[config.mk]
export PLATFORM = sky130hd
export DESIGN_NAME = periph_bus_bridge_flat
export DESIGN_NICKNAME = d
export VERILOG_FILES = /design/src/rtl/periph_bus_bridge_if.sv /design/src/rtl/periph_bus_bridge.sv /design/src/flat_wrapper.sv
export SDC_FILE = /design/constraint.sdc
export NUM_CORES = 1
export LEC_CHECK = 0
export ABC_AREA = 1
export CORE_AREA = 2 2 148 150
export CTS_CLUSTER_DIAMETER = 80
export DETAILED_ROUTE_END_ITERATION = 10
export DIE_AREA = 0 0 150 152
export PLACE_DENSITY = 0.71
export SLEW_MARGIN = 20
export SYNTH_ARGS = -nofsm -noshare
export SYNTH_HDL_FRONTEND = slang
export SYNTH_SLANG_ARGS = --single-unit
[constraint.sdc]
create_clock -name clk -period 1.5 [get_ports clk]
set_input_delay 0.15 -clock clk [delete_from_list [all_inputs] [get_ports clk]]
set_output_delay 0.15 -clock clk [all_outputs]
set_load 0.005 [all_outputs]
[src/rtl/periph_bus_bridge_if.sv]
// CPU-port and slot-side signal bundle for the peripheral bus bridge.
// Latency: none, wires only.
// Backpressure: slots stall the CPU through slot_ack; the CPU waits for cpu_ready.
interface periph_bus_bridge_if #(
  parameter int NUM_SLOTS  = 8,
  parameter int DATA_WIDTH = 32
);
  // CPU side
  logic                            ce;
  logic                            rw;
  logic [3:0]                      periph_address;
  logic [3:0]                      reg_address;
  logic [DATA_WIDTH-1:0]           data_in;
  logic [DATA_WIDTH-1:0]           data_out;
  logic                            cpu_ready;
  logic                            bus_err;
  // Slot side
  logic [NUM_SLOTS-1:0]            slot_ce;
  logic                            slot_rw;
  logic [3:0]                      slot_reg_addr;
  logic [DATA_WIDTH-1:0]           slot_wdata;
  logic [NUM_SLOTS*DATA_WIDTH-1:0] slot_rdata;
  logic [NUM_SLOTS-1:0]            slot_ack;

  // The bridge itself
  modport slave (
    input  ce, rw, periph_address, reg_address, data_in, slot_rdata, slot_ack,
    output data_out, cpu_ready, bus_err, slot_ce, slot_rw, slot_reg_addr, slot_wdata
  );

  // CPU plus peripheral slots as seen from outside the bridge
  modport master (
    output ce, rw, periph_address, reg_address, data_in, slot_rdata, slot_ack,
    input  data_out, cpu_ready, bus_err, slot_ce, slot_rw, slot_reg_addr, slot_wdata
  );
endinterface

[src/rtl/periph_bus_bridge.sv]
// CPU-to-peripheral bridge: registers an access, one-hot selects a slot, returns registered data.
// Latency: slot_ce rises one edge after ce is latched; cpu_ready pulses one edge after ack/timeout/decode.
// Backpressure: slots stall via slot_ack up to TIMEOUT_CYCLES; ce must drop before the next access starts.
module periph_bus_bridge #(
  parameter int NUM_SLOTS      = 8,
  parameter int DATA_WIDTH     = 32,
  parameter int SLOT_MASK      = 'hFF,
  parameter int TIMEOUT_CYCLES = 15
) (
  input logic                clk,
  input logic                rst,
  periph_bus_bridge_if.slave bus
);

  localparam int TW = (TIMEOUT_CYCLES < 2) ? 1 : $clog2(TIMEOUT_CYCLES);
  localparam logic [TW-1:0] T_LAST = TW'(TIMEOUT_CYCLES - 1);
  // Populated slots over the full 4-bit address space; bits at or above NUM_SLOTS
  // (including the reserved status address) are forced clear.
  localparam logic [15:0] POP_MASK = 16'(SLOT_MASK) & 16'((1 << NUM_SLOTS) - 1);

  typedef enum logic [2:0] {
    S_IDLE, S_DECODE, S_ACCESS, S_ERROR, S_STATUS, S_DONE
  } state_t;

  state_t                  state;
  logic [3:0]              sel_q;
  logic [3:0]              reg_q;
  logic                    rw_q;
  logic [DATA_WIDTH-1:0]   wdata_q;
  logic [TW-1:0]           tcount;
  logic                    timeout_q;
  logic [7:0]              err_count;
  logic [3:0]              last_slot;
  logic                    last_wr;
  logic                    last_timeout;
  logic [DATA_WIDTH-1:0]   data_out_q;
  logic                    cpu_ready_q;
  logic                    bus_err_q;
  logic [NUM_SLOTS-1:0]    slot_ce_q;

  logic [DATA_WIDTH-1:0]   sel_rdata;
  logic                    sel_ack;
  logic [NUM_SLOTS-1:0]    sel_onehot;

  assign bus.data_out      = data_out_q;
  assign bus.cpu_ready     = cpu_ready_q;
  assign bus.bus_err       = bus_err_q;
  assign bus.slot_ce       = slot_ce_q;
  assign bus.slot_rw       = rw_q;
  assign bus.slot_reg_addr = reg_q;
  assign bus.slot_wdata    = wdata_q;

  // Registered-mux front end: pick ack/rdata of the latched slot and build its one-hot select
  always_comb begin
    sel_rdata  = '0;
    sel_ack    = 1'b0;
    sel_onehot = '0;
    for (int i = 0; i < NUM_SLOTS; i++) begin
      if (sel_q == 4'(i)) begin
        sel_rdata     = bus.slot_rdata[i*DATA_WIDTH +: DATA_WIDTH];
        sel_ack       = bus.slot_ack[i];
        sel_onehot[i] = 1'b1;
      end
    end
  end

  // Access sequencer with registered outputs and bridge status logging
  always_ff @(posedge clk) begin
    if (rst) begin
      state        <= S_IDLE;
      sel_q        <= '0;
      reg_q        <= '0;
      rw_q         <= 1'b0;
      wdata_q      <= '0;
      tcount       <= '0;
      timeout_q    <= 1'b0;
      err_count    <= '0;
      last_slot    <= '0;
      last_wr      <= 1'b0;
      last_timeout <= 1'b0;
      data_out_q   <= '0;
      cpu_ready_q  <= 1'b0;
      bus_err_q    <= 1'b0;
      slot_ce_q    <= '0;
    end else begin
      case (state)
        S_IDLE: begin
          if (bus.ce) begin
            sel_q   <= bus.periph_address;
            reg_q   <= bus.reg_address;
            rw_q    <= bus.rw;
            wdata_q <= bus.data_in;
            state   <= S_DECODE;
          end
        end
        S_DECODE: begin
          tcount <= '0;
          if (POP_MASK[sel_q]) begin
            slot_ce_q <= sel_onehot;
            state     <= S_ACCESS;
          end else if (sel_q == 4'hF) begin
            state <= S_STATUS;
          end else begin
            timeout_q <= 1'b0;
            state     <= S_ERROR;
          end
        end
        S_ACCESS: begin
          // Ack is checked first so an ack in the final allowed cycle still succeeds
          if (sel_ack) begin
            slot_ce_q   <= '0;
            cpu_ready_q <= 1'b1;
            data_out_q  <= rw_q ? '0 : sel_rdata;
            state       <= S_DONE;
          end else if (tcount == T_LAST) begin
            slot_ce_q <= '0;
            timeout_q <= 1'b1;
            state     <= S_ERROR;
          end else begin
            tcount <= tcount + 1'b1;
          end
        end
        S_ERROR: begin
          cpu_ready_q  <= 1'b1;
          data_out_q   <= '0;
          bus_err_q    <= 1'b1;
          if (err_count != 8'hFF) err_count <= err_count + 8'd1;
          last_slot    <= sel_q;
          last_wr      <= rw_q;
          last_timeout <= timeout_q;
          state        <= S_DONE;
        end
        S_STATUS: begin
          cpu_ready_q <= 1'b1;
          if (rw_q) begin
            data_out_q   <= '0;
            bus_err_q    <= 1'b0;
            err_count    <= '0;
            last_slot    <= '0;
            last_wr      <= 1'b0;
            last_timeout <= 1'b0;
          end else begin
            data_out_q <= DATA_WIDTH'({last_slot, last_wr, last_timeout, 2'b00, err_count});
          end
          state <= S_DONE;
        end
        S_DONE: begin
          // A held ce parks here so it can never launch a second access
          cpu_ready_q <= 1'b0;
          data_out_q  <= '0;
          if (!bus.ce) state <= S_IDLE;
        end
        default: state <= S_IDLE;
      endcase
    end
  end

endmodule

[src/flat_wrapper.sv]
// flat-port wrapper written by rule: the top's interface ports become plain ports
module periph_bus_bridge_flat 
#(
  parameter int NUM_SLOTS      = 8,
  parameter int DATA_WIDTH     = 32,
  parameter int SLOT_MASK      = 'hFF,
  parameter int TIMEOUT_CYCLES = 15
)
  (clk, rst, bus_ce, bus_rw, bus_periph_address, bus_reg_address, bus_data_in, bus_slot_rdata, bus_slot_ack, bus_data_out, bus_cpu_ready, bus_bus_err, bus_slot_ce, bus_slot_rw, bus_slot_reg_addr, bus_slot_wdata);
  periph_bus_bridge_if #(.NUM_SLOTS(NUM_SLOTS), .DATA_WIDTH(DATA_WIDTH)) bus_i ();
  input logic clk;
  input logic rst;
  input wire logic [$bits(bus_i.ce)-1:0] bus_ce;
  input wire logic [$bits(bus_i.rw)-1:0] bus_rw;
  input wire logic [$bits(bus_i.periph_address)-1:0] bus_periph_address;
  input wire logic [$bits(bus_i.reg_address)-1:0] bus_reg_address;
  input wire logic [$bits(bus_i.data_in)-1:0] bus_data_in;
  input wire logic [$bits(bus_i.slot_rdata)-1:0] bus_slot_rdata;
  input wire logic [$bits(bus_i.slot_ack)-1:0] bus_slot_ack;
  output wire logic [$bits(bus_i.data_out)-1:0] bus_data_out;
  output wire logic [$bits(bus_i.cpu_ready)-1:0] bus_cpu_ready;
  output wire logic [$bits(bus_i.bus_err)-1:0] bus_bus_err;
  output wire logic [$bits(bus_i.slot_ce)-1:0] bus_slot_ce;
  output wire logic [$bits(bus_i.slot_rw)-1:0] bus_slot_rw;
  output wire logic [$bits(bus_i.slot_reg_addr)-1:0] bus_slot_reg_addr;
  output wire logic [$bits(bus_i.slot_wdata)-1:0] bus_slot_wdata;
  assign bus_i.ce = bus_ce;
  assign bus_i.rw = bus_rw;
  assign bus_i.periph_address = bus_periph_address;
  assign bus_i.reg_address = bus_reg_address;
  assign bus_i.data_in = bus_data_in;
  assign bus_i.slot_rdata = bus_slot_rdata;
  assign bus_i.slot_ack = bus_slot_ack;
  assign bus_data_out = bus_i.data_out;
  assign bus_cpu_ready = bus_i.cpu_ready;
  assign bus_bus_err = bus_i.bus_err;
  assign bus_slot_ce = bus_i.slot_ce;
  assign bus_slot_rw = bus_i.slot_rw;
  assign bus_slot_reg_addr = bus_i.slot_reg_addr;
  assign bus_slot_wdata = bus_i.slot_wdata;
  periph_bus_bridge #(.NUM_SLOTS(NUM_SLOTS), .DATA_WIDTH(DATA_WIDTH), .SLOT_MASK(SLOT_MASK), .TIMEOUT_CYCLES(TIMEOUT_CYCLES)) u_core (.clk(clk), .rst(rst), .bus(bus_i));
endmodule
==> results of run 1 <==
## power groups by stage
stage | combinational [uW] | clock [uW] | sequential, uW
after floorplan | 5090 | 0 | 4350
after global placement | 10300 | 0 | 4360
after detailed placement | 10300 | 0 | 4370
after CTS | 11400 | 2500 | 4420
after global routing | 14800 | 2620 | 4610
final | 13800 | 2480 | 4530
## routing by layer
metal	track usage, %	up-vias
met5	0	-
met4	10.3	2
met3	7.81	63
met2	44.8	448
met1	32.1	4360
li1	-	4580
## sequential cells by signal (all words and copies together) (netlist names), 3 cells and up, named ones only
name,count
u_core.bus.data_out,32
u_core.bus.slot_wdata,32
u_core.bus.slot_ce,8
u_core.err_count,8
u_core.bus.slot_reg_addr,4
u_core.last_slot,4
u_core.sel_q,4
u_core.tcount,4
u_core.state,3
## cells by family after synthesis
group,Yosys count,share of synthesized area [%]
AOI/OAI and AO/OA,173,13.5
xor gates and xnor gates,3,0.402
adders and majority gates,3,0.575
buffers and inverters,129,8.10
DFF,106,32.5
and+or+nand+nor,695,45.0
## Yosys cell counts
cell type / number / area (sq um)
nand3b_1: 2 / 15.0
nand2_4: 1 / 11.3
nand3_4: 1 / 17.5
nor3_1: 3 / 15.0
a31oi_1: 2 / 12.5
nor2_1: 234 / 878
o21ai_0: 111 / 556
nor2_2: 2 / 12.5
o21ai_1: 3 / 15.0
a211oi_1: 1 / 7.51
xnor2_1: 2 / 17.5
nand3_2: 1 / 10.0
and3_1: 2 / 12.5
nor2_4: 2 / 22.5
dfxtp_1: 106 / 2120
buf_6: 2 / 22.5
nand4_1: 23 / 144
inv_1: 55 / 206
ha_1: 3 / 37.5
a21oi_1: 52 / 260
buf_2: 22 / 110
xor2_1: 1 / 8.76
clkbuf_1: 42 / 158
or2_2: 15 / 93.8
nand3_1: 133 / 666
or2_0: 1 / 6.26
o22ai_1: 1 / 6.26
o21bai_1: 2 / 15.0
inv_2: 4 / 15.0
o211ai_1: 1 / 7.51
inv_4: 1 / 6.26
nand2_1: 274 / 1030
buf_1: 3 / 11.3
or2_1: 1 / 6.26
## what timing repair did
item / in CTS / in global routing
hold buffers: 0 / 0
buffers inserted: 13 / 16
endpoints found under the hold margin: 0 / 0
resized for setup: 105 / 226
pin swaps: 27 / 70
gates cloned: 3 / 19
setup endpoints to repair: 85 / 101
## final cells by class
cell class / instances / area (sq um)
repair inverters: 3 / 31.3
clock buffers: 13 / 260
inverters: 60 / 259
fillers: 1857 / 7900
flip-flops and latches: 106 / 2150
repair buffers: 540 / 5610
diodes: 6 / 15.0
multi-input cells: 874 / 4740
well taps: 280 / 350
clock inverters: 2 / 37.5
## worst paths after layout
path                    start                       end  slack [ns]  depth (start not counted)
max           u_core.sel_q[2]    u_core.bus.data_out[0]       -0.34                         12
min            bus_data_in[0]  u_core.bus.slot_wdata[0]        0.39                          3
max reg2reg   u_core.sel_q[2]    u_core.bus.data_out[0]       -0.34                         12
min reg2reg  u_core.timeout_q          u_core.timeout_q        0.48                          2
## worst min-delay path, stage by stage
cell and delay, ns:
clkdlybuf4s50_1 0.41, nor2_2 0.10, nor2_1 0.04
## stage by stage
step                      power [uW]  setup WS (ns)
after CTS                      18300         -0.308
after detailed placement       14700         -0.341
final                          20900         -0.341
after global routing           22100         -0.453
after floorplan                 9440        -0.0976
after global placement         14600         -0.342
## placed cells by master, fill, tap and decap left out, types with 2 or more instances in the layout
cell,n
clkdlybuf4s50_1,384
nand2_1,254
nor2_1,166
nand3_1,114
dfxtp_1,95
buf_4,90
o21ai_0,51
nor2_4,44
inv_1,43
a21oi_1,40
o21ai_2,38
buf_6,30
nor2_2,28
nand4_1,23
o21ai_1,22
buf_12,19
nand3_2,18
clkbuf_16,18
or2_2,15
inv_2,14
a21oi_2,12
nand2_2,12
nand2_4,7
diode_2,6
dfxtp_4,6
dfxtp_2,5
nand3_4,3
o21ai_4,3
buf_16,3
buf_8,3
nor3_1,2
nand2_8,2
and3_1,2
xnor2_1,2
o21bai_1,2
nand3b_1,2
ha_1,2
clkbuf_8,2
clkbuf_1,2
inv_8,2
==> results.txt, run 1 <==
----------------------------------------------------
[Worst setup path]
  Data required, critical path ... approximately 1.8 ns
  Buffers and inverters on the worst path ... 3
  Type of the worst setup path ... reg2reg
  Most common cell on crit path ... nor2_1
  Slowest stage cell, crit path ... dfxtp_4
  Crit-path max FO ... 14
  CP peak stage delay ... 0.36 ns
  CP startpoint kind ... flip-flop
  Data arrival time at the worst-slack endpoint ... between 2 and 2.5 ns
  Crit path capture type ... flip-flop
  Cell family with most CP delay ... simple AND/OR/NAND/NOR gates
  Cell chain of the critical path ... nor2_4, buf_12, nand3_2, nand3_2, nor2_1, nand4_1, nand3_4, nand2_8, buf_12, clkinv_16, nor2_1, nor2_1

[CTS]
  Clock Tree Root ... clkbuf_16
  Clock Path Buffers ... 2
  Total clock buffers created by CTS ... 9
  Sinks on the clock net ... 106
  Post-CTS clock slew at the launch and capture registers of the worst setup and hold paths ... 0.08 ns
  Insertion delay of the later-clocked pin in the worst-skew pair ... ~0.36 ns
  Clock tree from TritonCTS ... yes
  Number of H-tree levels ... 3

[GRT]
  Largest net degree at the start of global routing ... 38
  Via count of the first global-routing pass ... 8,681
  Remaining global-route overflow ... 0
  Overall track demand over capacity in global routing ... a little over a quarter
  Antenna violations before repair ... 7
  Wire length of the first global-routing pass ... 47,500 um

[Power and ir drop]
  Power density of the placed cells ... 1550 mW/mm^2
  Switching Share ... 42.2%
  Maximum vdd drop ... approximately 980 uV
  Cell Int Power ... 12,100 uW
  Switching Power ... 8790 uW
  Clock share of power ... roughly an eighth
  Comb power frac ... 66.4%
  Part of the power in registers ... a little over a fifth
  Leakage power summed over all cells ... between 0.005 and 0.006 uW

[Routing]
  DR vias/cell ... 5.02
  Highest layer used for signal routing ... met5
  DR WL/cell ... 18.6 um
  Met1 routed wirelength after detailed routing ... about 13,000 um
  Via count ... roughly 9,500
  Sum of met2 wire segment lengths after detailed routing ... 17,200 um
  DRC ... 0
  Met3 Routed Length ... 3410 um
  Count of nets left with antenna violations after detail routing ... 0
  DRT Wirelength ... 35,000 um
  Number of optimization iterations in the first detailed-route pass ... 7
  Violation count after the first detailed-route iteration ... 621

[Floorplanning]
  Die Area ... 0.0228 sq mm
  Initial standard-cell utilization of the core ... a little under a third
  Die Y-Extent ... 152 um
  X dimension of the die ... 150 um
  Core Footprint ... 0.0214 sq mm
  Number of placement rows ... 54
  Number of primary I/O pins ... 387

[Synthesis]
  Synthesized area ... between 0.006 and 0.007 sq mm
  Mean instance size in the synthesized netlist ... 5.89 sq um
  Number of nets produced by synthesis ... 1,420
  Number of standard cells after synthesis ... 1,109
  Synth warn ... 0
  Library cells used by synthesis ... 34
  Post-synthesis register bit count ... 106
  Register area share after synthesis ... 32.5%

[Placed design]
  Port Buffer Count ... approximately 390
  Final weighted congestion in routability-driven placement ... 0.981
  Detailed Place HPWL ... 24,600 um
  Cell area after placement ... around 0.012 sq mm
  Instance count after placement with tap cells included ... between 1,500 and 2,000

[Cells and area]
  Core utilization of the finished layout ... 63.0%
  Cell Count, Final, Fillers Out ... 1,884
  Area added between synthesis and finish ... 106%
  Non-Filler Cell Area, Final ... 0.0135 sq mm
  Share of layout cells above drive strength 1 ... 24.0%
  Nets ... 1,905

[STA]
  Final worst clock skew ... 0.0116 ns
  Setup repair after global routing missed its margin ... yes
  Count of endpoints failing setup in the final report ... 97
  Final hold violation count ... 0
  Highest attainable clock frequency ... 543 MHz
  Aggregate negative setup slack ... -22.43 ns
  Post-route fraction of the period consumed by the critical path ... 123%
  Minimum setup slack in the final design ... -0.341 ns
  Final Critical Period ... 1.84 ns
  Min Hold Slack ... 0.386 ns
  Tightest Pin Transition ... 0.908 ns
  Relative max-transition margin ... around two fifths
  Final-report max-slew violation count ... 0

[Hold path]
  Min-delay worst type ... in2reg

[Status]
  Status ... complete, but fails checks
  Failing checks ... negative setup slack

[Flow run]
  Max_cap viols ... 0

----------------------------------------------------
(Power assumes the default switching activity.)
==> run 2, diff against run 1 <==
--- a/config.mk
+++ b/config.mk
@@ -6,11 +6,12 @@
 export NUM_CORES = 1
 export LEC_CHECK = 0
 export ABC_AREA = 1
+export CAP_MARGIN = 20
 export CORE_AREA = 2 2 148 150
 export CTS_CLUSTER_DIAMETER = 80
 export DETAILED_ROUTE_END_ITERATION = 10
 export DIE_AREA = 0 0 150 152
-export PLACE_DENSITY = 0.71
+export PLACE_DENSITY_LB_ADDON = 0.1
 export SLEW_MARGIN = 20
 export SYNTH_ARGS = -nofsm -noshare
 export SYNTH_HDL_FRONTEND = slang
==> results.txt, run 2 (synthesis results as in run 1) <==
----------------------------------------------------
[Cells and area]
  Core utilization of the finished layout ... between 60% and 70%
  Area taken by multi-input logic gates ... 0.00445 sq mm
  Fill cells ... 2,002
  Most used cells in the layout excluding fill and tap cells ... clkdlybuf4s50_1 (385), nand2_1 (260), nor2_1 (185)
  Nets ... roughly 1,900
  Register area ... 0.00215 sq mm
  Share of layout cells above drive strength 1 ... between 10% and 20%
  Area added between synthesis and finish ... 97.2%
  Leading cell type in the layout, fill and taps excluded ... clkdlybuf4s50_1

[Worst setup path]
  Critical R2R Launch ... u_core.sel_q[1]
  Flop2flop setup slack ... -0.30 ns
  Worst reg2reg path depth ... 12
  Type of the worst setup path ... reg2reg
  Data required, critical path ... 1.74 ns
  Slowest stage cell, crit path ... dfxtp_4
  Crit-path max FO ... 28
  Data arrival time at the worst-slack endpoint ... 2.04 ns
  CP startpoint kind ... flip-flop
  Cell chain of the critical path ... inv_4, nor2_4, nand2_4, buf_12, o21ai_0, nand2_1, nand2_1, nand3_1, nand2_1, nand2_1, nor2_1, nor2_1
  Reg-to-reg endpoint ... u_core.bus.data_out[6]
  Crit path capture type ... flip-flop
  Most common cell on crit path ... nand2_1
  CP peak stage delay ... 0.41 ns

[Status]
  Status ... complete, but fails checks
  Failing checks ... negative setup slack

[Routing]
  Number of optimization iterations in the first detailed-route pass ... 5
  DRT Wirelength ... 32,400 um
  DRC ... 0
  Violation count after the first detailed-route iteration ... 501
  DR vias/cell ... 4.76
  Count of nets left with antenna violations after detail routing ... 0
  DR WL/cell ... 17.3 um
  Via count ... 8,903

[CTS]
  Clock tree from TritonCTS ... yes
  Hold buffer count at cts ... 0
  Post-CTS clock slew at the launch and capture registers of the worst setup and hold paths ... ~0.08 ns
  Clock Path Buffers ... 2
  Sinks on the clock net ... 106
  Insertion delay of the later-clocked pin in the worst-skew pair ... 0.35 ns
  Number of H-tree levels ... 3
  Clock Tree Root ... clkbuf_16
  Total clock buffers created by CTS ... 9

[Hold path]
  Min-delay worst type ... in2reg
  Source of the worst hold timing path ... bus_data_in[15]
  Worst hold path endpoint ... u_core.bus.slot_wdata[15]
  Cells on Worst Hold Path ... 3

[STA]
  Aggregate negative setup slack ... -17.25 ns
  Minimum setup slack in the final design ... -0.300 ns
  Final Critical Period ... 1.80 ns
  Count of endpoints failing setup in the final report ... 94
  Tightest Pin Transition ... 0.444 ns
  Highest attainable clock frequency ... 555 MHz
  Post-route fraction of the period consumed by the critical path ... 120%
  Final worst clock skew ... about 0.009 ns
  Min Hold Slack ... ~0.38 ns
  Final hold violation count ... 0
  Final-report max-slew violation count ... 0
  Setup repair after global routing missed its margin ... yes
  Relative max-transition margin ... 70.3%

[GRT]
  Remaining global-route overflow ... 0
  Overall track demand over capacity in global routing ... 25.9%
  Via count of the first global-routing pass ... 8,285
  Wire length of the first global-routing pass ... 46,300 um
  Antenna violations before repair ... 7
  Largest net degree at the start of global routing ... 42

[Placed design]
  Setup Slack @ Placement ... -0.336 ns
  Final weighted congestion in routability-driven placement ... between 0.8 and 0.9
  Detailed Place HPWL ... ~24,000 um
  Port Buffer Count ... 386

[Power and ir drop]
  Maximum vdd drop ... 889 uV
  Power density of the placed cells ... 1510 mW/mm^2
  Leakage power summed over all cells ... 0.00553 uW
  PnR Total Power ... 19,400 uW

[Floorplanning]
  Initial standard-cell utilization of the core ... 30.6%
  Number of primary I/O pins ... roughly 390
  Number of placement rows ... 54
  Die Area ... 0.0228 sq mm
  Die Y-Extent ... 152 um
  Core Footprint ... between 0.02 and 0.025 sq mm
  X dimension of the die ... 150 um

[Flow run]
  Max_cap viols ... 0

----------------------------------------------------
[run 2: changes by cell type in the layout (fill, tap and decap cells not counted), sizes merged]
cell	change
diode	-1
nor2	+1
bufinv	+2
clkbuf	-6
clkdlybuf4s50	+1
buf	-8
dlygate4sd2	-1
clkinv	+1
clkinvlp	-1
[run 2: worst max-delay path: cells and delay by family (launching register included)]
family	cells	cell delay, ns
DFF	1	0.41
AOI/OAI and AO/OA	1	0.20
and+or+nand+nor	9	0.86
buffers and inverters	2	0.22
[run 2: where the power goes]
group	leakage (uW)	internal, uW	switching [uW]
Clock	0.000172	1650	1120
Sequential	0.000873	3770	660
Combinational	0.00449	6160	6070
[run 2: through the flow]
stage | cells | cell area, sq um
6_report | 1872 | 12900
5_1_grt | 1872 | 12900
4_1_cts | 1839 | 12000
3_5_place_dp | 1817 | 11500
3_3_place_gp | 1817 | 11500
2_1_floorplan | 1109 | 6650
[run 2: layer usage]
metal  GRT usage [%]  share of wire (%)  wire [um]  up-vias
li1                -                  -          -     4559
met1            33.5                 42      13700     3999
met2            42.0                 47      15300      303
met3            6.46                8.3       2700       38
met4            8.54                1.9        629        4
met5               0              0.096         31        -
[run 2: area by class of cell]
cell class,count,share of cell area [%]
timing repair buffer,530,41.4
multi-input combinational,875,34.5
sequential,106,16.7
tap,280,2.72
inverter,60,1.92
clock buffer,9,1.75
clock inverter,7,0.961
antenna,5,0.0971
[run 2: worst max path at each step]
stage	startpoint	endpoint	slack (ns)	cells past startpoint
6_report	u_core.sel_q[1]	u_core.bus.data_out[6]	-0.30	12
5_1_grt	u_core.sel_q[1]	u_core.bus.data_out[7]	-0.42	11
4_1_cts	u_core.sel_q[1]	u_core.bus.data_out[22]	-0.26	12
3_5_place_dp	bus_slot_ack[2]	u_core.bus.data_out[3]	-0.34	10
3_3_place_gp	bus_slot_ack[1]	u_core.bus.data_out[0]	-0.29	10
2_1_floorplan	u_core.sel_q[3]	u_core.bus.data_out[0]	-0.1	10
[run 2: what timing repair did]
action,in CTS,in global routing
endpoints found under the setup margin,91,98
resized for setup,44,182
gates cloned,1,10
setup buffers,5,18
pin swaps,13,51
